### config.mk
export PLATFORM = sky130hd
export DESIGN_NAME = i2c_accel_target
export DESIGN_NICKNAME = d
export VERILOG_FILES = /design/src/rtl/i2c_accel_target.sv
export SDC_FILE = /design/constraint.sdc
export NUM_CORES = 1
export LEC_CHECK = 0
export CAP_MARGIN = 20
export CORE_AREA = 10 10 237 239
export DETAILED_ROUTE_END_ITERATION = 12
export DIE_AREA = 0 0 247 249
export PLACE_DENSITY = 0.71
export SLEW_MARGIN = 20
export SYNTH_ARGS = -nofsm -noshare
export SYNTH_HDL_FRONTEND = slang
export SYNTH_SLANG_ARGS = --single-unit
### constraint.sdc
create_clock -name clk_clk -period 40 [get_ports clk_clk]
set_input_delay 4 -clock clk_clk [delete_from_list [all_inputs] [get_ports clk_clk]]
set_output_delay 4 -clock clk_clk [all_outputs]
set_load 0.03 [all_outputs]
### src/rtl/i2c_accel_target.sv
// I2C target emulating an accelerometer register device: 64-byte map, auto-increment pointer, per-transaction axis snapshot.
// Optional build macro I2C_TGT_GLITCH_FILTER_EN adds a 3-sample stable filter on SCL/SDA after synchronization.
module i2c_accel_target #(
    parameter logic [6:0] ADDR7 = 7'h53,
    parameter logic [7:0] DEVID = 8'hE5
) (
    input  logic        clk_clk,
    input  logic        reset_reset,
    input  logic        scl_in,
    input  logic        sda_in,
    output logic        sda_oe,
    input  logic [15:0] sample_x,
    input  logic [15:0] sample_y,
    input  logic [15:0] sample_z,
    output logic        reg_wr_strobe,
    output logic [5:0]  reg_wr_addr,
    output logic [7:0]  reg_wr_data,
    output logic        busy
);

    typedef enum logic [3:0] {
        ST_IDLE, ST_ADDR, ST_ADDR_ACK, ST_PTR, ST_PTR_ACK,
        ST_WDATA, ST_WDATA_ACK, ST_RDATA, ST_RDATA_ACK, ST_IGNORE
    } state_t;

    state_t      state_r;
    logic [1:0]  scl_sync_r;
    logic [1:0]  sda_sync_r;
    logic        scl_s;
    logic        sda_s;
    logic        scl_prev_r;
    logic        sda_prev_r;
    logic [7:0]  shift_r;
    logic [2:0]  cnt_r;
    logic [5:0]  ptr_r;
    logic        rw_r;
    logic        oe_next_r;
    logic        oe_dly_r;
    logic [47:0] snap_r;
    logic [7:0]  ram_r [0:63];
    logic [7:0]  rd_byte_s;
    logic [7:0]  byte_s;
    logic        writable_s;
    logic        scl_rise_s;
    logic        scl_fall_s;
    logic        start_s;
    logic        stop_s;

    // Two-flop synchronizers; reset to the idle (released) bus level
    always_ff @(posedge clk_clk or posedge reset_reset) begin
        if (reset_reset) begin
            scl_sync_r <= 2'b11;
            sda_sync_r <= 2'b11;
        end else begin
            scl_sync_r <= {scl_sync_r[0], scl_in};
            sda_sync_r <= {sda_sync_r[0], sda_in};
        end
    end

`ifdef I2C_TGT_GLITCH_FILTER_EN
    logic [2:0] scl_hist_r;
    logic [2:0] sda_hist_r;
    logic       scl_filt_r;
    logic       sda_filt_r;

    // Stable filter: output follows only after three equal consecutive samples
    always_ff @(posedge clk_clk or posedge reset_reset) begin
        if (reset_reset) begin
            scl_hist_r <= 3'b111;
            sda_hist_r <= 3'b111;
            scl_filt_r <= 1'b1;
            sda_filt_r <= 1'b1;
        end else begin
            scl_hist_r <= {scl_hist_r[1:0], scl_sync_r[1]};
            sda_hist_r <= {sda_hist_r[1:0], sda_sync_r[1]};
            if (scl_hist_r == 3'b111) scl_filt_r <= 1'b1;
            else if (scl_hist_r == 3'b000) scl_filt_r <= 1'b0;
            if (sda_hist_r == 3'b111) sda_filt_r <= 1'b1;
            else if (sda_hist_r == 3'b000) sda_filt_r <= 1'b0;
        end
    end

    assign scl_s = scl_filt_r;
    assign sda_s = sda_filt_r;
`else
    assign scl_s = scl_sync_r[1];
    assign sda_s = sda_sync_r[1];
`endif

    // Previous conditioned levels for edge and START/STOP detection
    always_ff @(posedge clk_clk or posedge reset_reset) begin
        if (reset_reset) begin
            scl_prev_r <= 1'b1;
            sda_prev_r <= 1'b1;
        end else begin
            scl_prev_r <= scl_s;
            sda_prev_r <= sda_s;
        end
    end

    assign scl_rise_s = scl_s & ~scl_prev_r;
    assign scl_fall_s = ~scl_s & scl_prev_r;
    assign start_s    = scl_s & scl_prev_r & sda_prev_r & ~sda_s;
    assign stop_s     = scl_s & scl_prev_r & ~sda_prev_r & sda_s;
    assign byte_s     = {shift_r[6:0], sda_s};

    // Register map read mux: identity, snapshot bytes, otherwise RAM
    always_comb begin
        rd_byte_s = ram_r[ptr_r];
        case (ptr_r)
            6'h00:   rd_byte_s = DEVID;
            6'h32:   rd_byte_s = snap_r[7:0];
            6'h33:   rd_byte_s = snap_r[15:8];
            6'h34:   rd_byte_s = snap_r[23:16];
            6'h35:   rd_byte_s = snap_r[31:24];
            6'h36:   rd_byte_s = snap_r[39:32];
            6'h37:   rd_byte_s = snap_r[47:40];
            default: rd_byte_s = ram_r[ptr_r];
        endcase
    end

    // Identity and sample registers are read-only
    always_comb begin
        writable_s = 1'b1;
        if (ptr_r == 6'h00) begin
            writable_s = 1'b0;
        end else if ((ptr_r >= 6'h32) && (ptr_r <= 6'h37)) begin
            writable_s = 1'b0;
        end else begin
            writable_s = 1'b1;
        end
    end

    // Protocol FSM with register file and registered outputs
    always_ff @(posedge clk_clk or posedge reset_reset) begin
        if (reset_reset) begin
            state_r       <= ST_IDLE;
            shift_r       <= 8'h00;
            cnt_r         <= 3'd0;
            ptr_r         <= 6'd0;
            rw_r          <= 1'b0;
            oe_next_r     <= 1'b0;
            oe_dly_r      <= 1'b0;
            snap_r        <= 48'h0;
            sda_oe        <= 1'b0;
            busy          <= 1'b0;
            reg_wr_strobe <= 1'b0;
            reg_wr_addr   <= 6'd0;
            reg_wr_data   <= 8'h00;
            for (int i = 0; i < 64; i++) ram_r[i] <= 8'h00;
        end else begin
            reg_wr_strobe <= 1'b0;
            // SDA changes are delayed past the SCL fall to give data hold
            oe_dly_r <= scl_fall_s;
            if (oe_dly_r) sda_oe <= oe_next_r;
            if (start_s) begin
                state_r   <= ST_ADDR;
                cnt_r     <= 3'd0;
                sda_oe    <= 1'b0;
                oe_next_r <= 1'b0;
                oe_dly_r  <= 1'b0;
            end else if (stop_s) begin
                state_r   <= ST_IDLE;
                busy      <= 1'b0;
                sda_oe    <= 1'b0;
                oe_next_r <= 1'b0;
                oe_dly_r  <= 1'b0;
            end else if (scl_rise_s) begin
                case (state_r)
                    ST_ADDR: begin
                        shift_r <= byte_s;
                        cnt_r   <= cnt_r + 3'd1;
                        if (cnt_r == 3'd7) begin
                            if (byte_s[7:1] == ADDR7) begin
                                state_r <= ST_ADDR_ACK;
                                busy    <= 1'b1;
                                rw_r    <= byte_s[0];
                                if (byte_s[0]) snap_r <= {sample_z, sample_y, sample_x};
                            end else begin
                                state_r <= ST_IGNORE;
                                busy    <= 1'b0;
                            end
                        end
                    end
                    ST_ADDR_ACK: begin
                        cnt_r <= 3'd0;
                        if (rw_r) begin
                            state_r <= ST_RDATA;
                            shift_r <= rd_byte_s;
                        end else begin
                            state_r <= ST_PTR;
                        end
                    end
                    ST_PTR: begin
                        shift_r <= byte_s;
                        cnt_r   <= cnt_r + 3'd1;
                        if (cnt_r == 3'd7) begin
                            ptr_r   <= byte_s[5:0];
                            state_r <= ST_PTR_ACK;
                        end
                    end
                    ST_PTR_ACK, ST_WDATA_ACK: begin
                        cnt_r   <= 3'd0;
                        state_r <= ST_WDATA;
                    end
                    ST_WDATA: begin
                        shift_r <= byte_s;
                        cnt_r   <= cnt_r + 3'd1;
                        if (cnt_r == 3'd7) begin
                            if (writable_s) begin
                                ram_r[ptr_r]  <= byte_s;
                                reg_wr_strobe <= 1'b1;
                                reg_wr_addr   <= ptr_r;
                                reg_wr_data   <= byte_s;
                            end
                            ptr_r   <= ptr_r + 6'd1;
                            state_r <= ST_WDATA_ACK;
                        end
                    end
                    ST_RDATA: begin
                        shift_r <= {shift_r[6:0], 1'b0};
                        cnt_r   <= cnt_r + 3'd1;
                        if (cnt_r == 3'd7) begin
                            ptr_r   <= ptr_r + 6'd1;
                            state_r <= ST_RDATA_ACK;
                        end
                    end
                    ST_RDATA_ACK: begin
                        cnt_r <= 3'd0;
                        if (!sda_s) begin
                            state_r <= ST_RDATA;
                            shift_r <= rd_byte_s;
                        end else begin
                            state_r <= ST_IGNORE;
                            busy    <= 1'b0;
                        end
                    end
                    default: state_r <= state_r;
                endcase
            end else if (scl_fall_s) begin
                case (state_r)
                    ST_ADDR_ACK, ST_PTR_ACK, ST_WDATA_ACK: oe_next_r <= 1'b1;
                    ST_RDATA: oe_next_r <= ~shift_r[7];
                    default:  oe_next_r <= 1'b0;
                endcase
            end
        end
    end

endmodule

==> Flow_metrics.wiki, run 1 <==
{| class="wikitable"
! Metric !! Value
|-
| Clock tree skew after final layout || ~19 ps
|-
| Largest incremental delay on the critical path || ~800 ps
|-
| Maximum clock rate || between 150 and 200 MHz
|-
| Synth Area in Compound Gates || 8.78%
|-
| Die width || roughly 250 µm
|-
| Area growth, synth to finish || 11.6%
|-
| Hold slack final || between 300 and 400 ps
|-
| Share of final-layout standard cells stronger than drive strength 1 || around two fifths
|-
| Wire length of the first global-routing pass || ~120,000 µm
|-
| Ports || slightly below 70
|-
| Placement Setup Slack || around 33,000 ps
|-
| Area share of xor/xnor cells in the synthesized design || less than 1%
|-
| Floorplan row count || 83
|-
| Path category of the worst min-delay check || reg -> reg
|-
| DRC marker count from the first detailed-route iteration || 1,897
|-
| Post-synthesis net count || ~2,200
|-
| DRC violation count after routing || 0
|-
| Pint || ~0.001 W
|-
| Aggregate negative setup slack || 0 ps
|-
| Average instance area after synthesis || approximately 13 µm²
|-
| Cell area after technology mapping || between 20,000 and 30,000 µm²
|-
| Fraction of registers with async set or reset after synthesis || 100%
|-
| Switch share || between 20% and 30%
|-
| Total clock buffers created by CTS || 66
|-
| Net switching power || roughly 0.0004 W
|-
| Setup violations, final || 0
|-
| Area of the core || ~51,000 µm²
|-
| Type of the worst setup path || in -> async
|-
| Number of synthesized flops with an enable pin || 0
|-
| Worst Slack Setup Final || roughly 34,000 ps
|-
| Part of the Yosys area used for sequential elements || 54.2%
|-
| List of cells traversed by the critical path || clkdlybuf4s50_1 > inv_8 > buf_4 > buf_6
|-
| Die area || 61,500 µm²
|-
| Share of total power in combinational logic || 13.2%
|-
| Leakage || ~14 nW
|-
| Fin crit share || ~15%
|-
| Final Instance Count excl. Fillers || approximately 2,800
|-
| Combinational family with the most area after synthesis || multiplexers
|-
| Grt met1 use || 34.7%
|-
| Most common library cell in the layout ignoring fill and taps || dfrtp_1
|-
| Clock tree from TritonCTS || done
|-
| Post-route ant nets || 0
|-
| Min Clock Period, post-route || 6170 ps
|-
| Gr ovfl total || 0
|-
| Total clock sinks || between 600 and 700
|-
| Distinct cell type count of the synthesized netlist || 73
|-
| Result of the run || completed
|-
| Worst Tran Pin Value || ~1100 ps
|-
| Critical-path maximum fanout || about 130
|-
| Top library cells by usage in the layout, fill and taps aside || dfrtp_1, mux2_2, nand2_1
|-
| Clock tree root driver cell || clkbuf_16
|-
| Total iterations of the first detailed-routing run || 6
|-
| Pwr Density || 44.8 nW/µm²
|-
| Buffering stage count on the worst path with inverters included || 4
|-
| Global routing met2 resource utilization || ~39%
|-
| Sum of internal, switching and leakage power || between 0.001 and 0.0015 W
|-
| Maximum number of pins on one net before global-route repair || around 180
|-
| Part of the total power dissipated in sequential elements || 45.3%
|-
| Vertical die dimension || 249 µm
|-
| Port Buf Inserts || a little under 70
|-
| RSZ-0062 raised after global routing || no
|-
| Flop and latch count out of synthesis || 607
|-
| Effective utilization at floorplan || 54.7%
|-
| Cell count after synthesis || ~2,100
|-
| Number of resized instances in the post-cts repair step || 0
|-
| Critical path data required time || approximately 41,000 ps
|-
| Number of warnings reported in the yosys synthesis log || 0
|-
| Reg clk slew, reported paths || around 60 ps
|-
| Clock latency on the worst-skew pair || between 600 and 700 ps
|-
| CTS H-tree lvls || 3
|-
| Global placement routability congestion || between 0.8 and 0.9
|-
| Post-detailed-route via-to-cell ratio || 6.53
|-
| Most Used Layer, Global Route || met2
|-
| Met3 track utilization from global routing || 5.01%
|-
| Hold Buf Count CTS || 0
|-
| Number of vias after detailed routing || 18,500
|-
| Number of max-cap violations || 0
|-
| Slew HR || between 20% and 30%
|-
| Largest delay share family, worst path || buffers and inverters
|-
| Critical path's slowest cell || buf_4
|-
| Detailed-route wire length || approximately 80,000 µm
|-
| Share of cell area taken by muxes after synthesis || between 20% and 30%
|-
| Final hold violation count || 0
|-
| Net count reported at finish || between 2,000 and 2,500
|-
| Main flop type after synthesis || dfrtp_1
|-
| Proportion of power drawn by the clock network || between 40% and 50%
|-
| Cell Count Post-Placement || between 2,000 and 3,000
|-
| Overall track demand over capacity in global routing || roughly a quarter
|-
| Synthesized-area fraction occupied by and/or/nand/nor cells || 5.59%
|-
| Arrival time reported for the critical path endpoint || between 6000 and 7000 ps
|-
| Wire length per cell after detailed routing || between 20 and 30 µm
|-
| Post-synthesis share of cell area spent on full adders, half adders and majority gates || less than 1%
|-
| Number of buffers on the longest clock path || 3
|-
| Initial antenna violation count || 0
|-
| Post-CTS setup repair buffer count || 0
|-
| Vias in the first global route || about 19,000
|-
| Type of element capturing the critical path || asynchronous set/reset pin
|-
| Detailed-placement wirelength estimate || around 48,000 µm
|-
| Max Slew Vio Count || 0
|-
| Peak supply drop || 0.0386 mV
|-
| Critical path startpoint category || primary input
|}
## cell type report
class,count,area [µm²]
clock buffers,99,1920
diodes,1,2.50
well taps,680,851
multi-input cells,1312,12100
fillers,3929,19900
flip-flops and latches,607,15200
repair buffers,112,1030
clock inverters,18,128
inverters,9,41.3
## kinds of logic (layout without fill, tap and decap cells)
group | Yosys count | after routing
flops | 607 | 607
buf+inv | 193 | 238
compound gates | 336 | 336
fa+ha+maj | 7 | 7
xor+xnor | 2 | 2
mux | 679 | 679
other cells | 0 | 1
simple gates | 288 | 288
## cells in the mapped netlist, types with 29 or more instances
cell type | instances | area (µm²)
o22ai_1 | 35 | 219
mux2_2 | 589 | 6630
nor2_1 | 41 | 154
dfrtp_1 | 601 | 15000
buf_1 | 29 | 109
nand2_1 | 88 | 330
mux2i_1 | 49 | 490
a22oi_1 | 64 | 480
a21oi_1 | 39 | 195
mux4_2 | 30 | 676
o21ai_0 | 38 | 190
a221oi_1 | 75 | 657
clkbuf_1 | 134 | 503
## path summary, 6_finish.rpt
| path | from | to | slack, ps | cells after the start |
|---|---|---|---|---|
| hold / removal | scl_sync_r[0]$_DFF_PP1_ | scl_sync_r[1]$_DFF_PP1_ | 360 | 0 |
| hold reg to reg | scl_sync_r[0]$_DFF_PP1_ | scl_sync_r[1]$_DFF_PP1_ | 360 | 0 |
| min in group asynchronous | reset_reset | ram_r[423]$_DFFE_PP0P_ | 3990 | 2 |
| max in group clk_clk | reg_wr_addr[2]$_DFFE_PP0P_ | reg_wr_addr[2] | 34360 | 1 |
| setup reg to reg | ptr_r[0]$_DFFE_PP0P_ | ram_r[14]$_DFFE_PP0P_ | 35210 | 9 |
| setup / recovery | reset_reset | snap_r[37]$_DFFE_PP0P_ | 33830 | 4 |
## registers in the layout, indices dropped and copies added (netlist names)
name           flops
ram_r            512
snap_r            48
reg_wr_data        8
shift_r            8
ptr_r              6
reg_wr_addr        6
state_r            4
cnt_r              3
scl_sync_r         2
sda_sync_r         2
busy               1
oe_dly_r           1
oe_next_r          1
reg_wr_strobe      1
rw_r               1
scl_prev_r         1
sda_oe             1
sda_prev_r         1
## per-stage QoR
step                utilization, %  cell area [µm²]
floorplan                        -            28000
global placement              57.1            29200
detailed placement            57.1            29200
CTS                           61.1            31300
global route                  61.1            31300
finish                        61.1            31300
## per-layer routing
| metal | part of all wire [%] | vias to the layer above |
|---|---|---|
| met5 | 0 | - |
| met3 | 8.1 | 174 |
| met2 | 48 | 758 |
| li1 | - | 7846 |
| met4 | 3.2 | 0 |
| met1 | 41 | 9754 |
## power by group through the flow
stage	sequential [W]	combinational [W]	clock [W]
final	0.000635	0.000185	0.000580
after global routing	0.000636	0.000197	0.000612
after CTS	0.000634	0.000182	0.000587
after detailed placement	0.000645	0.000181	0
after global placement	0.000645	0.000176	0
after floorplan	0.000641	0.000115	0
No activity file was read; power rests on OpenSTA's default activity.
==> inputs of run 2 (changes only) <==
Settings changed: PLACE_DENSITY 0.71 to 0.73.
Clock period 40 ns to 5.6 ns, I/O delays scaled along.
==> Flow_metrics.wiki, run 2 (synthesis gave the netlist of run 1 again) <==
{| class="wikitable"
! Metric !! Value
|-
| Total clock buffers created by CTS || 60 (-9.1%)
|-
| Peak supply drop || 0.259 mV (+570%)
|-
| Initial antenna violation count || 0 (unchanged)
|-
| Number of buffers on the longest clock path || 3 (unchanged)
|-
| Number of filler cells placed in the layout || 3,839 (-2.3%)
|-
| Top Registers || ram_r x512, snap_r x48
|-
| Vertical die dimension || 249 µm (unchanged)
|-
| Worst r2r path cells || 8 (-1)
|-
| Hold Buf Count CTS || 0 (unchanged)
|-
| Clock tree from TritonCTS || done
|-
| Most common library cell in the layout ignoring fill and taps || dfrtp_1
|-
| Critical-path maximum fanout || 35 (-73%)
|-
| Area of the core || 51,200 µm² (unchanged)
|-
| Total clock sinks || 607 (unchanged)
|-
| Gr ovfl total || 0 (unchanged)
|-
| Final Instance Count excl. Fillers || 2,843 (+0.18%)
|-
| Post-route cell area || 31,400 µm² (+0.26%)
|-
| Slew HR || 24.9% (+3.3 points)
|-
| Min Clock Period, post-route || slightly above 4000 ps
|-
| Fin crit share || approximately 72%
|-
| Max Slew Vio Count || 0 (unchanged)
|-
| Number of vias after detailed routing || 19,000 (+2.5%)
|-
| Final core utilization || 61.2% (+0.16 points)
|-
| DRC marker count from the first detailed-route iteration || 1,828 (-3.6%)
|-
| Clock tree root driver cell || clkbuf_16
|-
| Switch share || 28.5% (-0.17 points)
|-
| Final hold violation count || 0 (unchanged)
|-
| Wire length of the first global-routing pass || 122,000 µm (+2.0%)
|-
| Area growth, synth to finish || 11.9%
|-
| Antenna Cells || 0 (-1)
|-
| Clock tree skew after final layout || 34.7 ps (+15.9 ps)
|-
| Vias in the first global route || 19,500 (+2.3%)
|-
| Type of the worst setup path || reg -> reg
|-
| Detailed-placement wirelength estimate || 49,800 µm (+4.3%)
|-
| Critical path startpoint category || flip-flop
|-
| Worst reg2reg startpoint || ptr_r[1]$_DFFE_PP0P_
|-
| Wire length per cell after detailed routing || 28.2 µm (+2.6%)
|-
| Maximum number of pins on one net before global-route repair || 148 (-20%)
|-
| List of cells traversed by the critical path || clkinv_1 > ha_1 > or3b_2 > nor3_1 > or3_2 > buf_4 > nor3_2 > mux2_2
|-
| Pwr Density || 318 nW/µm² (+610%)
|-
| Path category of the worst min-delay check || in -> reg
|-
| DRC violation count after routing || 0 (unchanged)
|-
| Pint || 0.00713 W (+610%)
|-
| Number of resized instances in the post-cts repair step || 0 (unchanged)
|-
| Leakage || 14.5 nW (+0.28%)
|-
| Arrival time reported for the critical path endpoint || 4550 ps (-2250 ps)
|-
| Share of final-layout standard cells stronger than drive strength 1 || 40.1% (+0.17 points)
|-
| Clock latency on the worst-skew pair || 640 ps (+20 ps)
|-
| RSZ-0062 raised after global routing || no
|-
| Post-route ant nets || 0 (unchanged)
|-
| End point of the critical path || ram_r[68]$_DFFE_PP0P_
|-
| Share of total power in combinational logic || 13.6% (+0.4 points)
|-
| Top register by number of flip-flops || ram_r
|-
| Result of the run || completed
|-
| Port Buf Inserts || 68 (unchanged)
|-
| Die area || 61,500 µm² (unchanged)
|-
| Proportion of power drawn by the clock network || 41.0% (-0.4 points)
|-
| Multi-input gate area || 12,100 µm² (about the same)
|-
| Net switching power || 0.00284 W (+610%)
|-
| Startpoint of the tightest hold check path || scl_in
|-
| Net count reported at finish || 2,172 (+0.23%)
|-
| Type of element capturing the critical path || flip-flop
|-
| CTS H-tree lvls || 2 (-1)
|-
| Area after DPL || 29,300 µm² (+0.47%)
|-
| Largest incremental delay on the critical path || 820 ps (+20 ps)
|-
| Cell Count Post-Placement || 2,731 (+0.40%)
|-
| Floorplan row count || 83 (unchanged)
|-
| Sum of internal, switching and leakage power || 0.00997 W (+610%)
|-
| Part of the total power dissipated in sequential elements || 45.4% (about the same)
|-
| Die width || 247 µm (unchanged)
|-
| Setup violations, final || 0 (unchanged)
|-
| Global placement routability congestion || 0.906 (+2.9%)
|-
| Worst flop-to-flop path endpoint || ram_r[68]$_DFFE_PP0P_
|-
| Post-detailed-route via-to-cell ratio || 6.68 (+2.3%)
|-
| Total iterations of the first detailed-routing run || 7 (+1)
|-
| Launch point of the worst path || ptr_r[1]$_DFFE_PP0P_
|-
| Number of max-cap violations || 0 (unchanged)
|-
| Critical path data required time || 6110 ps (-34,520 ps)
|-
| Reg clk slew, reported paths || 60 ps (about the same)
|-
| Ports || 69 (unchanged)
|-
| Reg2reg setup slack || 1560 ps (-33,650 ps)
|-
| Overall track demand over capacity in global routing || 25.7% (+0.44 points)
|-
| Maximum clock rate || about 250 MHz
|-
| Critical path's slowest cell || nor3_2
|-
| Area of all sequential standard cells || 15,200 µm² (unchanged)
|-
| Worst Tran Pin Value || 1120 ps (-23.8 ps)
|-
| Detailed-route wire length || 80,000 µm (+2.7%)
|-
| Post-CTS setup repair buffer count || 0 (unchanged)
|-
| Hold slack final || 330 ps (-25.4 ps)
|-
| Effective utilization at floorplan || 54.7% (unchanged)
|-
| Top library cells by usage in the layout, fill and taps aside || dfrtp_1, mux2_2, nand2_1
|-
| Flip-flop count of the largest register after layout || 512 (unchanged)
|}
run 2: power groups by stage:
stage | Sequential, W | Combinational [W] | Clock [W]
finish | 0.00453 | 0.00136 | 0.00408
global route | 0.00454 | 0.00143 | 0.00431
CTS | 0.00453 | 0.00133 | 0.00412
detailed placement | 0.00461 | 0.00132 | 0
global placement | 0.00461 | 0.00129 | 0
floorplan | 0.00458 | 0.000823 | 0
run 2: critical path: cells and delay by family, from the launching register on:
kind | cells | cell delay [ps]
buf+inv | 2 | 540
flops | 1 | 760
mux | 1 | 420
simple gates | 4 | 1820
fa+ha+maj | 1 | 370
run 2: layout make-up:
class	instances	share of cell area, %
flip-flops and latches	607	48.5
clock inverters	15	0.515
multi-input cells	1312	38.5
well taps	680	2.71
inverters	9	0.120
repair buffers	123	3.73
clock buffers	97	5.85
run 2: worst min-delay path by stage:
stage	end	slack, ps	depth (start not counted)
floorplan	scl_sync_r[1]$_DFF_PP1_	350	0
global placement	sda_sync_r[1]$_DFF_PP1_	350	0
detailed placement	sda_sync_r[1]$_DFF_PP1_	350	0
CTS	scl_sync_r[0]$_DFF_PP1_	310	1
global route	scl_sync_r[0]$_DFF_PP1_	340	1
finish	scl_sync_r[0]$_DFF_PP1_	330	1
run 2: stage by stage:
stage               setup slack, ps   TNS, ps
floorplan                     -3240  -1950410
global placement               1670         0
detailed placement             1670         0
CTS                            1650         0
global route                   1500         0
finish                         1560         0
run 2: layer usage:
| metal | vias to the layer above | global-route usage (%) | share of wire (%) |
|---|---|---|---|
| li1 | 7860 | - | - |
| met1 | 10000 | 34.6 | 40 |
| met2 | 913 | 39.8 | 47 |
| met3 | 196 | 5.88 | 8.8 |
| met4 | 0 | 9.94 | 3.8 |
| met5 | - | 0 | 0 |
==> inputs of run 3 (changes only) <==
Clock period 5.6 ns to 3.25 ns, I/O delays scaled along.
==> Flow_metrics.wiki, run 3 (synthesis gave the netlist of run 1 again) <==
{| class="wikitable"
! Metric !! Value
|-
| Number of filler cells placed in the layout || 3,777 (-1.6%)
|-
| Total iterations of the first detailed-routing run || 6 (-1)
|-
| Overall track demand over capacity in global routing || 26.5% (+0.76 points)
|-
| Final hold violation count || 0 (unchanged)
|-
| Critical-path maximum fanout || 42 (+20%)
|-
| Hold Buf Count CTS || 0 (unchanged)
|-
| Result of the run || completed
|-
| Aggregate negative setup slack || 0 ps (unchanged)
|-
| Clock tree skew after final layout || 23.5 ps (-11.2 ps)
|-
| Area of all sequential standard cells || 15,200 µm² (unchanged)
|-
| Detailed-placement wirelength estimate || 52,300 µm (+5.0%)
|-
| Maximum number of pins on one net before global-route repair || 117 (-21%)
|-
| Flip-flop count of the largest register after layout || 512 (unchanged)
|-
| Share of final-layout standard cells stronger than drive strength 1 || 42.3% (+2.2 points)
|-
| Net count reported at finish || 2,250 (+3.6%)
|-
| Fin crit share || 98.2% (+26 points)
|-
| Port Buf Inserts || 68 (unchanged)
|-
| Pint || 0.0122 W (+71%)
|-
| Reg clk slew, reported paths || 70 ps (about the same)
|-
| Proportion of power drawn by the clock network || 40.1% (-0.9 points)
|-
| Vias in the first global route || 20,100 (+2.7%)
|-
| Area growth, synth to finish || 14.5%
|-
| Number of vias after detailed routing || 19,300 (+1.7%)
|-
| Sum of internal, switching and leakage power || 0.0172 W (+73%)
|-
| Pwr Density || 536 nW/µm² (+69%)
|-
| Net switching power || 0.00502 W (+77%)
|-
| Detailed-route wire length || 82,000 µm (+2.4%)
|-
| Worst Tran Pin Value || 922 ps (-201 ps)
|-
| Multi-input gate area || 12,100 µm² (+0.41%)
|-
| Area of the core || 51,200 µm² (unchanged)
|-
| Type of element capturing the critical path || flip-flop
|-
| Slew HR || 38.1% (+13 points)
|-
| Top library cells by usage in the layout, fill and taps aside || dfrtp_1, mux2_2, buf_4
|-
| Critical path data required time || 3740 ps (-2370 ps)
|-
| Die area || 61,500 µm² (unchanged)
|-
| Clock tree from TritonCTS || done
|-
| Total clock buffers created by CTS || 61 (+1.7%)
|-
| Initial antenna violation count || 1 (+1)
|-
| Wire length per cell after detailed routing || 28.2 µm (about the same)
|-
| Antenna Cells || 0 (unchanged)
|-
| Post-route ant nets || 0 (unchanged)
|-
| Gr ovfl total || 0 (unchanged)
|-
| Maximum clock rate || 313 MHz (+27%)
|-
| Min Clock Period, post-route || 3190 ps (-850 ps)
|-
| Path category of the worst min-delay check || in -> reg
|-
| Most common library cell in the layout ignoring fill and taps || dfrtp_1
|-
| Type of the worst setup path || reg -> reg
|-
| RSZ-0062 raised after global routing || no
|-
| CTS H-tree lvls || 2 (unchanged)
|-
| Ports || 69 (unchanged)
|-
| Arrival time reported for the critical path endpoint || 3680 ps (-870 ps)
|-
| Peak supply drop || 0.625 mV (+140%)
|-
| Post-detailed-route via-to-cell ratio || 6.63 (-0.78%)
|-
| Top register by number of flip-flops || ram_r
|-
| Die width || 247 µm (unchanged)
|-
| Global placement routability congestion || 0.958 (+5.7%)
|-
| Part of the total power dissipated in sequential elements || 45.3% (about the same)
|-
| Clock tree root driver cell || clkbuf_16
|-
| Leakage || 15.0 nW (+3.7%)
|-
| Critical path startpoint category || flip-flop
|-
| Number of buffers on the longest clock path || 3 (unchanged)
|-
| Max Slew Vio Count || 0 (unchanged)
|-
| Top Registers || ram_r x512, snap_r x48
|-
| Clock latency on the worst-skew pair || 650 ps (about the same)
|-
| Floorplan row count || 83 (unchanged)
|-
| Switch share || 29.2% (+0.67 points)
|-
| DRC violation count after routing || 0 (unchanged)
|-
| Setup violations, final || 0 (unchanged)
|-
| Number of max-cap violations || 0 (unchanged)
|-
| Share of total power in combinational logic || 14.6% (+1.0 points)
|-
| Vertical die dimension || 249 µm (unchanged)
|-
| Wire length of the first global-routing pass || 126,000 µm (+2.7%)
|-
| Total clock sinks || 607 (unchanged)
|-
| DRC marker count from the first detailed-route iteration || 2,148 (+18%)
|-
| Effective utilization at floorplan || 54.7% (unchanged)
|}
==> run 3: changes by cell type in the layout (fill, tap and decap cells not counted), moves of 2 or more <==
cell,delta
buf_4,+63
nor3_4,+9
clkbuf_1,-5
buf_12,+13
inv_6,+2
nor3_2,-8
==> run 3: final cells by class <==
type,instances,share of cell area [%]
clock inverters,15,0.460
multi-input cells,1312,37.8
flip-flops and latches,607,47.4
inverters,9,0.121
repair buffers,200,5.96
clock buffers,90,5.54
well taps,680,2.65
==> run 3: power groups by stage <==
stage | clock network [W] | registers, W | logic, W
after floorplan | 0 | 0.00789 | 0.00143
after global placement | 0 | 0.00792 | 0.00241
after detailed placement | 0 | 0.00792 | 0.00244
after CTS | 0.00696 | 0.00779 | 0.00246
after global routing | 0.00727 | 0.00780 | 0.00265
final | 0.00690 | 0.00779 | 0.00252
==> run 3: repair_timing <==
action | CTS | global route
setup endpoints to repair | 0 | 1
buffers inserted | 0 | 0
resized for setup | 0 | 1
==> run 3: per-stage QoR <==
step / setup slack, ps / instances / cell area [µm²] / hold WS, ps / utilization, %
global placement: 239 / 2808 / 30100 / 346 / 58.9
CTS: 166 / 2913 / 32100 / 71.8 / 62.6
global route: 8.31 / 2913 / 32100 / 93.5 / 62.6
floorplan: -5350 / 2112 / 28100 / 329 / -
finish: 58.9 / 2913 / 32100 / 86.6 / 62.6
detailed placement: 210 / 2808 / 30100 / 348 / 58.9
==> run 3: critical path, stage by stage (launching register included) <==
cell	delay [ps]
dfrtp_4	470
buf_12	300
buf_4	360
mux4_2	570
mux2i_1	430
o22ai_1	180
nor4_1	470
o221ai_1	200
==> run 3: metal layers <==
layer / track usage (%) / part of all wire (%) / vias up
met2: 40.1 / 46 / 978
met1: 35.5 / 40 / 10100
met5: 0 / 0 / -
li1: - / - / 8014
met3: 5.97 / 9.1 / 249
met4: 12.5 / 4.8 / 0
==> run 3: path summary, 6_finish.rpt <==
check | from | endpoint | slack [ps] | depth (start not counted)
worst max register to register | ptr_r[0]$_DFFE_PP0P_ | shift_r[0]$_DFFE_PP0P_ | 60 | 7
worst max-delay path | ptr_r[0]$_DFFE_PP0P_ | shift_r[0]$_DFFE_PP0P_ | 60 | 7
worst min-delay path | sda_in | sda_sync_r[0]$_DFF_PP1_ | 90 | 1
worst min register to register | sda_sync_r[0]$_DFF_PP1_ | sda_sync_r[1]$_DFF_PP1_ | 360 | 0
min in group asynchronous | reset_reset | ram_r[56]$_DFFE_PP0P_ | 130 | 2
max in group asynchronous | reset_reset | ram_r[218]$_DFFE_PP0P_ | 2070 | 3
